`src/rtl/data_utlb.sv`:
```
// data_utlb: registered 4-entry data micro-TLB for the MEM stage.
// Translates load/store virtual addresses, bypasses kseg0/kseg1 and
// refills from the shared JTLB over a req/ack handshake on a miss.
// Optional build macro UTLB_PERF_CNT_EN enables the perf_hit/perf_miss
// counters; without it both ports are tied to zero.
module data_utlb #(
  parameter int ENTRIES = 4,
  parameter int ASID_W  = 8
) (
  input  logic              clk,
  input  logic              rst,
  input  logic              req_valid,
  input  logic [31:0]       req_vaddr,
  input  logic [ASID_W-1:0] req_asid,
  input  logic              req_wmem,
  input  logic              flush,
  output logic              busy,
  output logic              resp_valid,
  output logic [31:0]       resp_paddr,
  output logic              dataMiss,
  output logic              dataValid,
  output logic              dataDirty,
  output logic              resp_wmem,
  output logic              resp_cached,
  output logic              jtlb_req,
  output logic [18:0]       jtlb_vpn2,
  output logic [ASID_W-1:0] jtlb_asid,
  input  logic              jtlb_ack,
  input  logic              jtlb_found,
  input  logic [19:0]       jtlb_pfn0,
  input  logic [19:0]       jtlb_pfn1,
  input  logic [4:0]        jtlb_flags0,
  input  logic [4:0]        jtlb_flags1,
  input  logic              jtlb_g,
  output logic [31:0]       perf_hit,
  output logic [31:0]       perf_miss
);

  localparam int PW = (ENTRIES > 1) ? $clog2(ENTRIES) : 1;

  typedef enum logic [1:0] {S_IDLE, S_REFILL, S_RESP} state_t;

  state_t              state;
  logic [ENTRIES-1:0]  e_valid;
  logic [ENTRIES-1:0]  e_g;
  logic [18:0]         e_vpn2   [ENTRIES];
  logic [ASID_W-1:0]   e_asid   [ENTRIES];
  logic [19:0]         e_pfn0   [ENTRIES];
  logic [19:0]         e_pfn1   [ENTRIES];
  logic [4:0]          e_flags0 [ENTRIES];
  logic [4:0]          e_flags1 [ENTRIES];
  logic [PW-1:0]       ptr;

  logic [31:0]         m_vaddr;
  logic [ASID_W-1:0]   m_asid;
  logic                m_wmem;
  logic                stale;

  logic                hit;
  logic [PW-1:0]       hit_idx;
  logic                unmapped;
  logic                accept;
  logic                idle_hit;
  logic                miss_start;
  logic                fill_we;
  logic [19:0]         sel_pfn;
  logic [4:0]          sel_flags;
  logic [19:0]         fill_pfn;
  logic [4:0]          fill_flags;

  // Fully associative lookup of the incoming request against all entries
  always_comb begin
    hit     = 1'b0;
    hit_idx = '0;
    for (int unsigned i = 0; i < ENTRIES; i++) begin
      if (!hit && e_valid[i] && (e_vpn2[i] == req_vaddr[31:13]) &&
          (e_g[i] || (e_asid[i] == req_asid))) begin
        hit     = 1'b1;
        hit_idx = PW'(i);
      end
    end
  end

  // Request classification, page selection and the combinational busy
  always_comb begin
    unmapped   = (req_vaddr[31:30] == 2'b10);
    accept     = req_valid && (state == S_IDLE);
    // a same-cycle flush makes the lookup see an empty array
    idle_hit   = hit && !flush;
    miss_start = accept && !unmapped && !idle_hit;
    busy       = (state != S_IDLE) || miss_start;
    sel_pfn    = req_vaddr[12] ? e_pfn1[hit_idx]   : e_pfn0[hit_idx];
    sel_flags  = req_vaddr[12] ? e_flags1[hit_idx] : e_flags0[hit_idx];
    fill_pfn   = m_vaddr[12] ? jtlb_pfn1 : jtlb_pfn0;
    fill_flags = m_vaddr[12] ? jtlb_flags1 : jtlb_flags0;
    fill_we    = (state == S_REFILL) && jtlb_ack && jtlb_found && !stale && !flush;
  end

  // Entry valid bits: flush clears all, a successful refill sets one
  always_ff @(posedge clk or posedge rst) begin
    if (rst) begin
      e_valid <= '0;
    end else if (flush) begin
      e_valid <= '0;
    end else if (fill_we) begin
      e_valid[ptr] <= 1'b1;
    end
  end

  // Entry payload storage, written at the round-robin pointer
  always_ff @(posedge clk) begin
    if (fill_we) begin
      e_vpn2[ptr]   <= m_vaddr[31:13];
      e_asid[ptr]   <= m_asid;
      e_g[ptr]      <= jtlb_g;
      e_pfn0[ptr]   <= jtlb_pfn0;
      e_pfn1[ptr]   <= jtlb_pfn1;
      e_flags0[ptr] <= jtlb_flags0;
      e_flags1[ptr] <= jtlb_flags1;
    end
  end

  // Control FSM with registered response and JTLB request outputs
  always_ff @(posedge clk or posedge rst) begin
    if (rst) begin
      state       <= S_IDLE;
      ptr         <= '0;
      stale       <= 1'b0;
      m_vaddr     <= '0;
      m_asid      <= '0;
      m_wmem      <= 1'b0;
      jtlb_req    <= 1'b0;
      jtlb_vpn2   <= '0;
      jtlb_asid   <= '0;
      resp_valid  <= 1'b0;
      resp_paddr  <= '0;
      dataMiss    <= 1'b0;
      dataValid   <= 1'b0;
      dataDirty   <= 1'b0;
      resp_wmem   <= 1'b0;
      resp_cached <= 1'b0;
    end else begin
      resp_valid <= 1'b0;
      case (state)
        S_IDLE: begin
          if (accept) begin
            if (unmapped) begin
              resp_valid  <= 1'b1;
              resp_paddr  <= {3'b000, req_vaddr[28:0]};
              dataMiss    <= 1'b0;
              dataValid   <= 1'b1;
              dataDirty   <= 1'b1;
              resp_cached <= !req_vaddr[29];
              resp_wmem   <= req_wmem;
            end else if (idle_hit) begin
              resp_valid  <= 1'b1;
              resp_paddr  <= {sel_pfn, req_vaddr[11:0]};
              dataMiss    <= 1'b0;
              dataValid   <= sel_flags[0];
              dataDirty   <= sel_flags[1];
              resp_cached <= (sel_flags[4:2] == 3'b011);
              resp_wmem   <= req_wmem;
            end else begin
              m_vaddr   <= req_vaddr;
              m_asid    <= req_asid;
              m_wmem    <= req_wmem;
              jtlb_req  <= 1'b1;
              jtlb_vpn2 <= req_vaddr[31:13];
              jtlb_asid <= req_asid;
              stale     <= 1'b0;
              state     <= S_REFILL;
            end
          end
        end
        S_REFILL: begin
          if (jtlb_ack) begin
            if (stale || flush) begin
              // answer predates a flush: drop it and keep requesting
              stale <= 1'b0;
            end else begin
              jtlb_req   <= 1'b0;
              resp_valid <= 1'b1;
              resp_wmem  <= m_wmem;
              state      <= S_RESP;
              if (jtlb_found) begin
                resp_paddr  <= {fill_pfn, m_vaddr[11:0]};
                dataMiss    <= 1'b0;
                dataValid   <= fill_flags[0];
                dataDirty   <= fill_flags[1];
                resp_cached <= (fill_flags[4:2] == 3'b011);
                ptr         <= ptr + 1'b1;
              end else begin
                resp_paddr  <= '0;
                dataMiss    <= 1'b1;
                dataValid   <= 1'b0;
                dataDirty   <= 1'b0;
                resp_cached <= 1'b0;
              end
            end
          end else if (flush) begin
            stale <= 1'b1;
          end
        end
        S_RESP: begin
          state <= S_IDLE;
        end
        default: begin
          state <= S_IDLE;
        end
      endcase
    end
  end

`ifdef UTLB_PERF_CNT_EN
  // Mapped-hit and refill-entry event counters, wrapping at 2^32
  always_ff @(posedge clk or posedge rst) begin
    if (rst) begin
      perf_hit  <= '0;
      perf_miss <= '0;
    end else begin
      if (accept && !unmapped && idle_hit) perf_hit <= perf_hit + 32'd1;
      if (miss_start) perf_miss <= perf_miss + 32'd1;
    end
  end
`else
  assign perf_hit  = '0;
  assign perf_miss = '0;
`endif

endmodule

```
`config.mk`:
```
export PLATFORM = sky130hd
export DESIGN_NAME = data_utlb
export DESIGN_NICKNAME = d
export VERILOG_FILES = /design/src/rtl/data_utlb.sv
export SDC_FILE = /design/constraint.sdc
export NUM_CORES = 1
export LEC_CHECK = 0
export BUFFER_PORTS_ARGS = -buffer_cell sky130_fd_sc_hd__buf_4
export CAP_MARGIN = 5
export CORE_UTILIZATION = 63
export CTS_BUF_LIST = sky130_fd_sc_hd__clkbuf_4 sky130_fd_sc_hd__clkbuf_8 sky130_fd_sc_hd__clkbuf_16
export CTS_CLUSTER_SIZE = 12
export DETAILED_ROUTE_END_ITERATION = 16
export PLACE_DENSITY_LB_ADDON = 0.12
export SKIP_CTS_REPAIR_TIMING = 1
export SYNTH_ARGS = -nofsm -noshare
export SYNTH_HDL_FRONTEND = slang
export SYNTH_SLANG_ARGS = --single-unit
export TNS_END_PERCENT = 50
```
`constraint.sdc`:
```
create_clock -name clk -period 8.35 [get_ports clk]
set_clock_uncertainty 0.05 [all_clocks]
set_input_delay 0.835 -clock clk [delete_from_list [all_inputs] [get_ports clk]]
set_output_delay 0.835 -clock clk [all_outputs]
set_load 0.05 [all_outputs]
```
==> results.py, run 1 <==
metrics = {
    "setup_path": {
        "cpMaxStageDelayCell": "nor4b_4",
        "critPathCaptureType": "primary output",
        "rr_worst_depth": 9,
        "cp_data_required_time_ns": 7.47,
        "worstSetupStartpointType": "input pin",
        "crit_chain": "buf_4, xor2_1, nor4_1, a21oi_1, nor4b_4, nor4_2, buf_4, o21a_1, or2_2, buf_4",
        "critical_path_class": "in2out",
        "critPathMaxFanout": 15,
        "most_common_cell_on_crit_path": "buf_4",
        "critical_path.max_stage_delay_ns": 0.74,
        "critPathArrivalTime_ns": 3.76,
    },
    "timing": {
        "slew_viol_final": 0,
        "setup_violations": 0,
        "slew-limit-headroom_pct": 23.29,
        "layout_worst_path_cycle_share_pct": 55.57,
        "timing.final.hold_violations": 0,
        "unrepaired_setup_endpoints_after_global_routing": "no",
        "clock.fmax_mhz": 215.5,
        "final.setup.tns_ns": 0,
        "worst_slew_pin_slew_ns": 1.151,
        "finalWorstPathRequiredPeriod_ns": 4.640,
    },
    "yosys": {
        "synth.top_cell.area_share_pct": 52.40,
        "share_of_synthesized_registers_carrying_an_async_set_or_reset_pct": 22.19,
        "synth.yosys.warnings": 0,
        "ys_ff_latch": 401,
        "synthTopCellsByArea": "edfxtp_1 (52%), dfrtp_1 (12%), mux2_2 (5.0%)",
        "simple_gate_share_of_the_synthesized_area_pct": 7.614,
        "syn_area_per_cell_um2": 14.26,
        "synth.mux.area_fraction_pct": 9.833,
        "synth.distinct_cells": 67,
        "synth_xor_area_share_pct": 5.340,
        "compound_gate_fraction_of_synth_area_pct": 6.096,
        "synth_fa_ha_area_share_pct": 0.2799,
        "yosysSeqAreaShare_pct": 64.86,
        "synthDominantAreaCellType": "edfxtp_1",
        "synth.cell_area_mm2": 0.01788,
        "synth_edf_count": 312,
        "synth_top_family_by_area": "multiplexers",
        "dominantRegCellSynth": "edfxtp_1",
        "post_synth_inst_count": 1254,
    },
    "clock_tree": {
        "clock_tree.htree_level_count": 2,
        "cts.clk_slew.worst_paths_ns": 0.06,
        "source_to_sink_clock_delay_at_the_later_pin_of_the_worst_skew_pair_ns": 0.52,
        "root_buffer": "clkbuf_16",
        "tritoncts": "built",
        "tritoncts.num_buffers": 41,
        "ctsLongestPathBuffers": 3,
        "cts_sinks": 401,
    },
    "placement": {
        "weighted_congestion_at_the_end_of_routability_driven_global_placement": 0.8742,
        "placement.io_buffers": 164,
        "dpl.hpwl_mm": 26.52,
        "dpl.cell_count": 1717,
    },
    "min_path": {
        "hold_path.class": "in2async",
    },
    "drt": {
        "first_pass_iters": 5,
        "routed_wire_length_per_instance_um": 23.12,
        "drc": 0,
        "final_antenna_net_count": 0,
        "drt-initial-drc-count": 1173,
        "wirelength_mm": 41.36,
        "per_cell_via_count_in_the_routed_design": 6.087,
        "detailroute.via_count": 10890,
    },
    "finish": {
        "drive_gt1_share_pct": 26.51,
        "diodes": 0,
        "synthToLayoutAreaGrowth_pct": 13.30,
        "final-instance-count-excl-fill": 1789,
        "core_utilization_of_the_finished_layout_pct": 72.71,
        "num-nets-final": 1484,
        "fill_cell_total_of_the_finished_layout": 1827,
    },
    "floorplanning": {
        "core_area_mm2": 0.02786,
        "num_io_pins": 229,
        "die_y_um": 170.5,
        "cell_rows": 61,
        "effective_utilization_at_floorplan_pct": 64.18,
        "floorplan.die.width_um": 170.5,
        "floorplan.die_area_mm2": 0.02906,
    },
    "status": {
        "status": "completed",
    },
    "flow_run": {
        "maxCapViolCount": 0,
    },
    "global_route": {
        "grt_start_max_net_pins": 75,
        "grt_use_total_pct": 29.12,
        "first_global_vias": 10650,
        "antenna_found_initial": 0,
        "wire_length_of_the_first_global_routing_pass_mm": 62.39,
        "grt_overflow_total": 0,
    },
    "pwr": {
        "p_per_area_mw_per_mm2": 309.7,
        "power.static_leakage_nw": 7.536,
        "power_mw": 6.274,
        "max-vdd-ir-drop_uv": 265.8,
    },
}
## registers in the layout (all words and copies together) (netlist names), 2 cells and up
| register | count |
|---|---|
| e_pfn0 | 80 |
| e_pfn1 | 80 |
| e_vpn2 | 76 |
| e_asid | 32 |
| resp_paddr | 32 |
| e_flags0 | 20 |
| e_flags1 | 20 |
| jtlb_vpn2 | 19 |
| m_vaddr | 13 |
| m_asid | 8 |
| e_g | 4 |
| e_valid | 4 |
| ptr | 2 |
| state | 2 |
## critical path: cells and delay by family
family / cells / cell delay (ns)
buffers and inverters: 3 / 0.58
AO/OA/AOI/OAI: 2 / 0.53
AND/OR/NAND/NOR: 4 / 1.64
XOR/XNOR: 1 / 0.16
## through the flow
stage	area (um2)	setup WS [ns]	hold WS (ns)
finish	20260	3.710	0.1953
global route	20260	3.586	0.2118
CTS	20260	3.711	0.1898
detailed placement	18980	3.712	0.4422
global placement	18980	3.766	0.4352
floorplan	18110	4.430	0.4195
## placed cells by master, fill, tap and decap left out, types with 4 or more instances in the layout
master	Yosys	final
ha_1	4	4
clkbuf_8	0	5
dfrtp_1	89	89
a22oi_1	16	16
a221oi_1	4	4
clkbuf_4	0	22
a21oi_1	29	29
nor4_1	27	26
xor2_1	68	68
inv_1	10	9
and3_1	11	6
mux2_2	79	79
nand2_1	81	81
buf_4	91	180
o21ai_0	38	38
clkbuf_16	0	41
nor3_1	13	12
mux4_2	17	17
nor2_1	42	41
mux2_1	4	4
and3_4	0	4
a32o_1	4	4
a21boi_0	12	12
nand3_1	26	26
nand4b_1	8	8
a31oi_1	29	29
conb_1	1	64
a21o_1	6	6
edfxtp_1	312	312
nand4_1	19	19
mux2i_1	44	44
xnor2_1	41	41
o21ai_1	7	7
## routing by layer
layer	routed length (um)	up-vias	GRT usage, %
li1	-	4802	-
met1	16660	5408	40.60
met2	20100	586	47.61
met3	3440	94	3.651
met4	1160	0	10.34
met5	0	-	0
## cells in the mapped netlist (4+ instances only)
cell	instances
a21boi_0	12
a21o_1	6
a21oi_1	29
a221oi_1	4
a22oi_1	16
a31oi_1	29
a32o_1	4
and3_1	11
buf_2	32
buf_4	91
buf_6	6
clkbuf_1	27
dfrtp_1	89
edfxtp_1	312
ha_1	4
inv_1	10
mux2_1	4
mux2_2	79
mux2i_1	44
mux4_2	17
nand2_1	81
nand3_1	26
nand4_1	19
nand4b_1	8
nor2_1	42
nor3_1	13
nor4_1	27
o21ai_0	38
o21ai_1	7
xnor2_1	41
xor2_1	68
## logic make-up (layout without fill, tap and decap cells)
family          Yosys count  count (layout)
compound gates          169             169
buf+inv                 170             264
other cells               1              64
mux                     144             144
xor+xnor                109             109
fa+ha+maj                 4               4
flops                   401             401
simple gates            256             256
## cell type report
cell class | instances | area [um2] | area share [%]
clock buffer | 68 | 1260 | 6.220
clock inverter | 4 | 17.52 | 0.08648
inverter | 12 | 47.55 | 0.2347
multi-input combinational | 746 | 5510 | 27.20
sequential | 401 | 11600 | 57.25
tap | 378 | 473.0 | 2.335
timing repair buffer | 180 | 1351 | 6.671
## power breakdown
part	leakage (nW)	switching (mW)	internal (mW)
Combinational	3.02	1.21	0.582
Clock	0.653	0.707	1.03
Sequential	3.87	0.243	2.50
Total	7.54	2.17	4.11
## path summary, 6_finish.rpt
path | start | end | slack, ns
setup / recovery | req_asid[1] | busy | 3.71
hold / removal | rst | m_asid[6]$_DFFE_PP0P_ | 0.20
setup reg to reg | e_asid[2][0]$_DFFE_PP_ | resp_paddr[28]$_DFFE_PP0P_ | 4.46
hold reg to reg | e_valid[0]$_DFFE_PP0P_ | e_valid[0]$_DFFE_PP0P_ | 0.45
max in group asynchronous | rst | resp_paddr[27]$_DFFE_PP0P_ | 6.68
min in group clk | e_valid[0]$_DFFE_PP0P_ | e_valid[0]$_DFFE_PP0P_ | 0.45
Note: power is estimated with default switching activity, not from simulation.
==> run 2, diff against run 1 <==
ABC_AREA = 1   (was default)
CORE_UTILIZATION = 53   (was 63)
clock period = 3.7 ns   (was 8.35 ns; I/O delays follow)
==> results.py, run 2 <==
metrics = {
    "floorplanning": {
        "die_y_um": 187.6,
        "num_io_pins": 229,
        "floorplan.die.width_um": 187.6,
        "core_area_mm2": 0.03370,
        "cell_rows": 67,
        "floorplan.die_area_mm2": 0.03521,
        "effective_utilization_at_floorplan_pct": 54.20,
    },
    "setup_path": {
        "worstSetupStartpointType": "flop",
        "critPathCaptureType": "primary output",
        "critical_path_class": "reg2out",
        "worstReg2RegStart": "e_vpn2[1][0]$_DFFE_PP_",
        "critPathMaxFanout": 3,
        "cp_data_required_time_ns": 3.28,
        "r2r_slack_ns": 0.86,
        "crit_path_start": "e_vpn2[2][18]$_DFFE_PP_",
        "rr_worst_depth": 15,
        "critPathArrivalTime_ns": 2.77,
        "worst_setup_path_endpoint": "busy",
        "endpoint_of_the_worst_register_to_register_path": "resp_paddr[14]$_DFFE_PP0P_",
    },
    "finish": {
        "layout_common_cells": "nand2_1 (476), edfxtp_1 (312), inv_1 (208)",
        "fill_cell_total_of_the_finished_layout": 2702,
        "drive_gt1_share_pct": 15.60,
        "largest_registers_in_the_final_layout": "e_pfn0 (80), e_pfn1 (80), e_vpn2 (76)",
        "layout.cell_area.non_filler_mm2": 0.02144,
        "multi_input_gate_area_in_the_final_layout_mm2": 0.005101,
        "num-nets-final": 2062,
        "core_utilization_of_the_finished_layout_pct": 63.63,
        "synthToLayoutAreaGrowth_pct": 17.40,
        "layout.cells.most_common": "nand2_1",
        "final-instance-count-excl-fill": 2443,
        "final-seq-area_mm2": 0.01160,
    },
    "drt": {
        "routed_wire_length_per_instance_um": 18.80,
        "final_antenna_net_count": 0,
        "drc": 0,
        "per_cell_via_count_in_the_routed_design": 5.229,
        "wirelength_mm": 45.93,
        "detailroute.via_count": 12770,
        "first_pass_iters": 5,
        "drt-initial-drc-count": 1035,
    },
    "clock_tree": {
        "cts.clk_slew.worst_paths_ns": 0.06,
        "source_to_sink_clock_delay_at_the_later_pin_of_the_worst_skew_pair_ns": 0.54,
        "tritoncts": "built",
        "root_buffer": "clkbuf_16",
        "clock_tree.htree_level_count": 2,
        "tritoncts.num_buffers": 43,
        "cts_sinks": 401,
        "ctsLongestPathBuffers": 3,
    },
    "yosys": {
        "synth.yosys.warnings": 0,
        "yosysSeqAreaShare_pct": 63.49,
        "post_synth_most_frequent_cells": "nand2_1 (476), edfxtp_1 (312), inv_1 (209)",
        "synth.top_cell.area_share_pct": 51.29,
        "synth.cell_area_mm2": 0.01827,
        "synth.most_common_cell": "nand2_1",
        "ys_ff_latch": 401,
        "synthDominantAreaCellType": "edfxtp_1",
        "synthTopCellsByArea": "edfxtp_1 (51%), dfrtp_1 (12%), nand2_1 (9.8%)",
        "syn_area_per_cell_um2": 10.24,
        "share_of_synthesized_registers_carrying_an_async_set_or_reset_pct": 22.19,
        "synth_edf_count": 312,
        "synth.distinct_cells": 41,
        "dominantRegCellSynth": "edfxtp_1",
        "post_synth_inst_count": 1784,
    },
    "min_path": {
        "hold_path.class": "in2reg",
        "worst_min_path_start": "jtlb_flags1[3]",
    },
    "timing": {
        "setup_slack_ns": 0.5125,
        "setup_violations": 0,
        "clock.fmax_mhz": 313.7,
        "layout_worst_path_cycle_share_pct": 86.15,
        "finalWorstPathRequiredPeriod_ns": 3.188,
        "worst_hold_slack_ns": 0.002941,
        "unrepaired_setup_endpoints_after_global_routing": "no",
        "slew_viol_final": 0,
        "timing.final.hold_violations": 0,
        "slew-limit-headroom_pct": 47.65,
        "worst_slew_pin_slew_ns": 0.7852,
    },
    "pwr": {
        "p_per_area_mw_per_mm2": 672.6,
        "power.static_leakage_nw": 9.315,
        "max-vdd-ir-drop_uv": 518.0,
    },
    "placement": {
        "place_area_mm2": 0.01960,
        "placement.io_buffers": 164,
        "dpl.cell_count": 2323,
        "dpl.hpwl_mm": 28.64,
        "worst_slack_at_placement_ns": 0.6951,
        "weighted_congestion_at_the_end_of_routability_driven_global_placement": 0.8871,
    },
    "status": {
        "status": "completed",
    },
    "global_route": {
        "first_global_vias": 12440,
        "grt_use_total_pct": 26.27,
        "antenna_found_initial": 1,
        "grt_overflow_total": 0,
        "grt_start_max_net_pins": 97,
        "wire_length_of_the_first_global_routing_pass_mm": 70.45,
    },
    "flow_run": {
        "maxCapViolCount": 0,
    },
}
-- run 2: metal layers --
metal / vias up / share of wire [%] / global-route usage [%]
met3: 104 / 6.9 / 4.380
li1: 6064 / - / -
met5: - / 0 / 0
met4: 0 / 3.6 / 10.98
met1: 6111 / 41 / 34.86
met2: 495 / 48 / 42.98
-- run 2: cell type report --
type | instances | share of cell area [%]
diodes | 2 | 0.02334
clock buffers | 67 | 6.255
clock inverters | 11 | 0.4668
inverters | 225 | 3.950
multi-input cells | 1062 | 23.79
flip-flops and latches | 401 | 54.08
well taps | 448 | 2.614
repair buffers | 227 | 8.822
-- run 2: worst min-delay path by stage --
| stage | end | depth (start not counted) |
|---|---|---|
| floorplan | e_valid[1]$_DFFE_PP0P_ | 2 |
| global placement | m_vaddr[0]$_DFFE_PP0P_ | 2 |
| detailed placement | m_vaddr[4]$_DFFE_PP0P_ | 2 |
| CTS | m_asid[3]$_DFFE_PP0P_ | 2 |
| global route | e_pfn0[1][8]$_DFFE_PP_ | 1 |
| finish | e_flags1[0][3]$_DFFE_PP_ | 1 |
-- run 2: critical path, stage by stage, from the launching register on --
cell and delay, ns:
edfxtp_1 0.44, nand2_1 0.09, o21ai_0 0.07, nor2_1 0.16
nand2_1 0.07, nor2_1 0.20, nand3_1 0.16, o21ai_1 0.23
o21ai_1 0.16, and2_1 0.18, nand3_2 0.09, nand2_1 0.13
buf_4 0.23
-- run 2: cell families (layout without fill, tap and decap cells) --
logic type	count (synthesis)	count (layout)	synth area share (%)
other	1	66	0.02053
AOI/OAI and AO/OA	176	176	5.220
buffers and inverters	384	530	10.17
and+or+nand+nor	752	752	17.37
xor gates and xnor gates	44	44	2.110
muxes	22	22	1.356
DFF	401	401	63.49
adders and majority gates	4	4	0.2740
-- run 2: report_power, final --
part,total [mW],switching [mW],internal [mW]
registers,6.10,0.485,5.62
logic,4.01,2.86,1.16
clock network,4.31,1.68,2.63
total,14.4,5.02,9.40
-- run 2: metrics by stage --
| step | power (mW) | setup TNS (ns) |
|---|---|---|
| after floorplan | 8.949 | -397.48 |
| final | 14.42 | 0 |
| after global placement | 10.10 | 0 |
| after global routing | 14.99 | 0 |
| after CTS | 14.45 | 0 |
| after detailed placement | 10.16 | 0 |
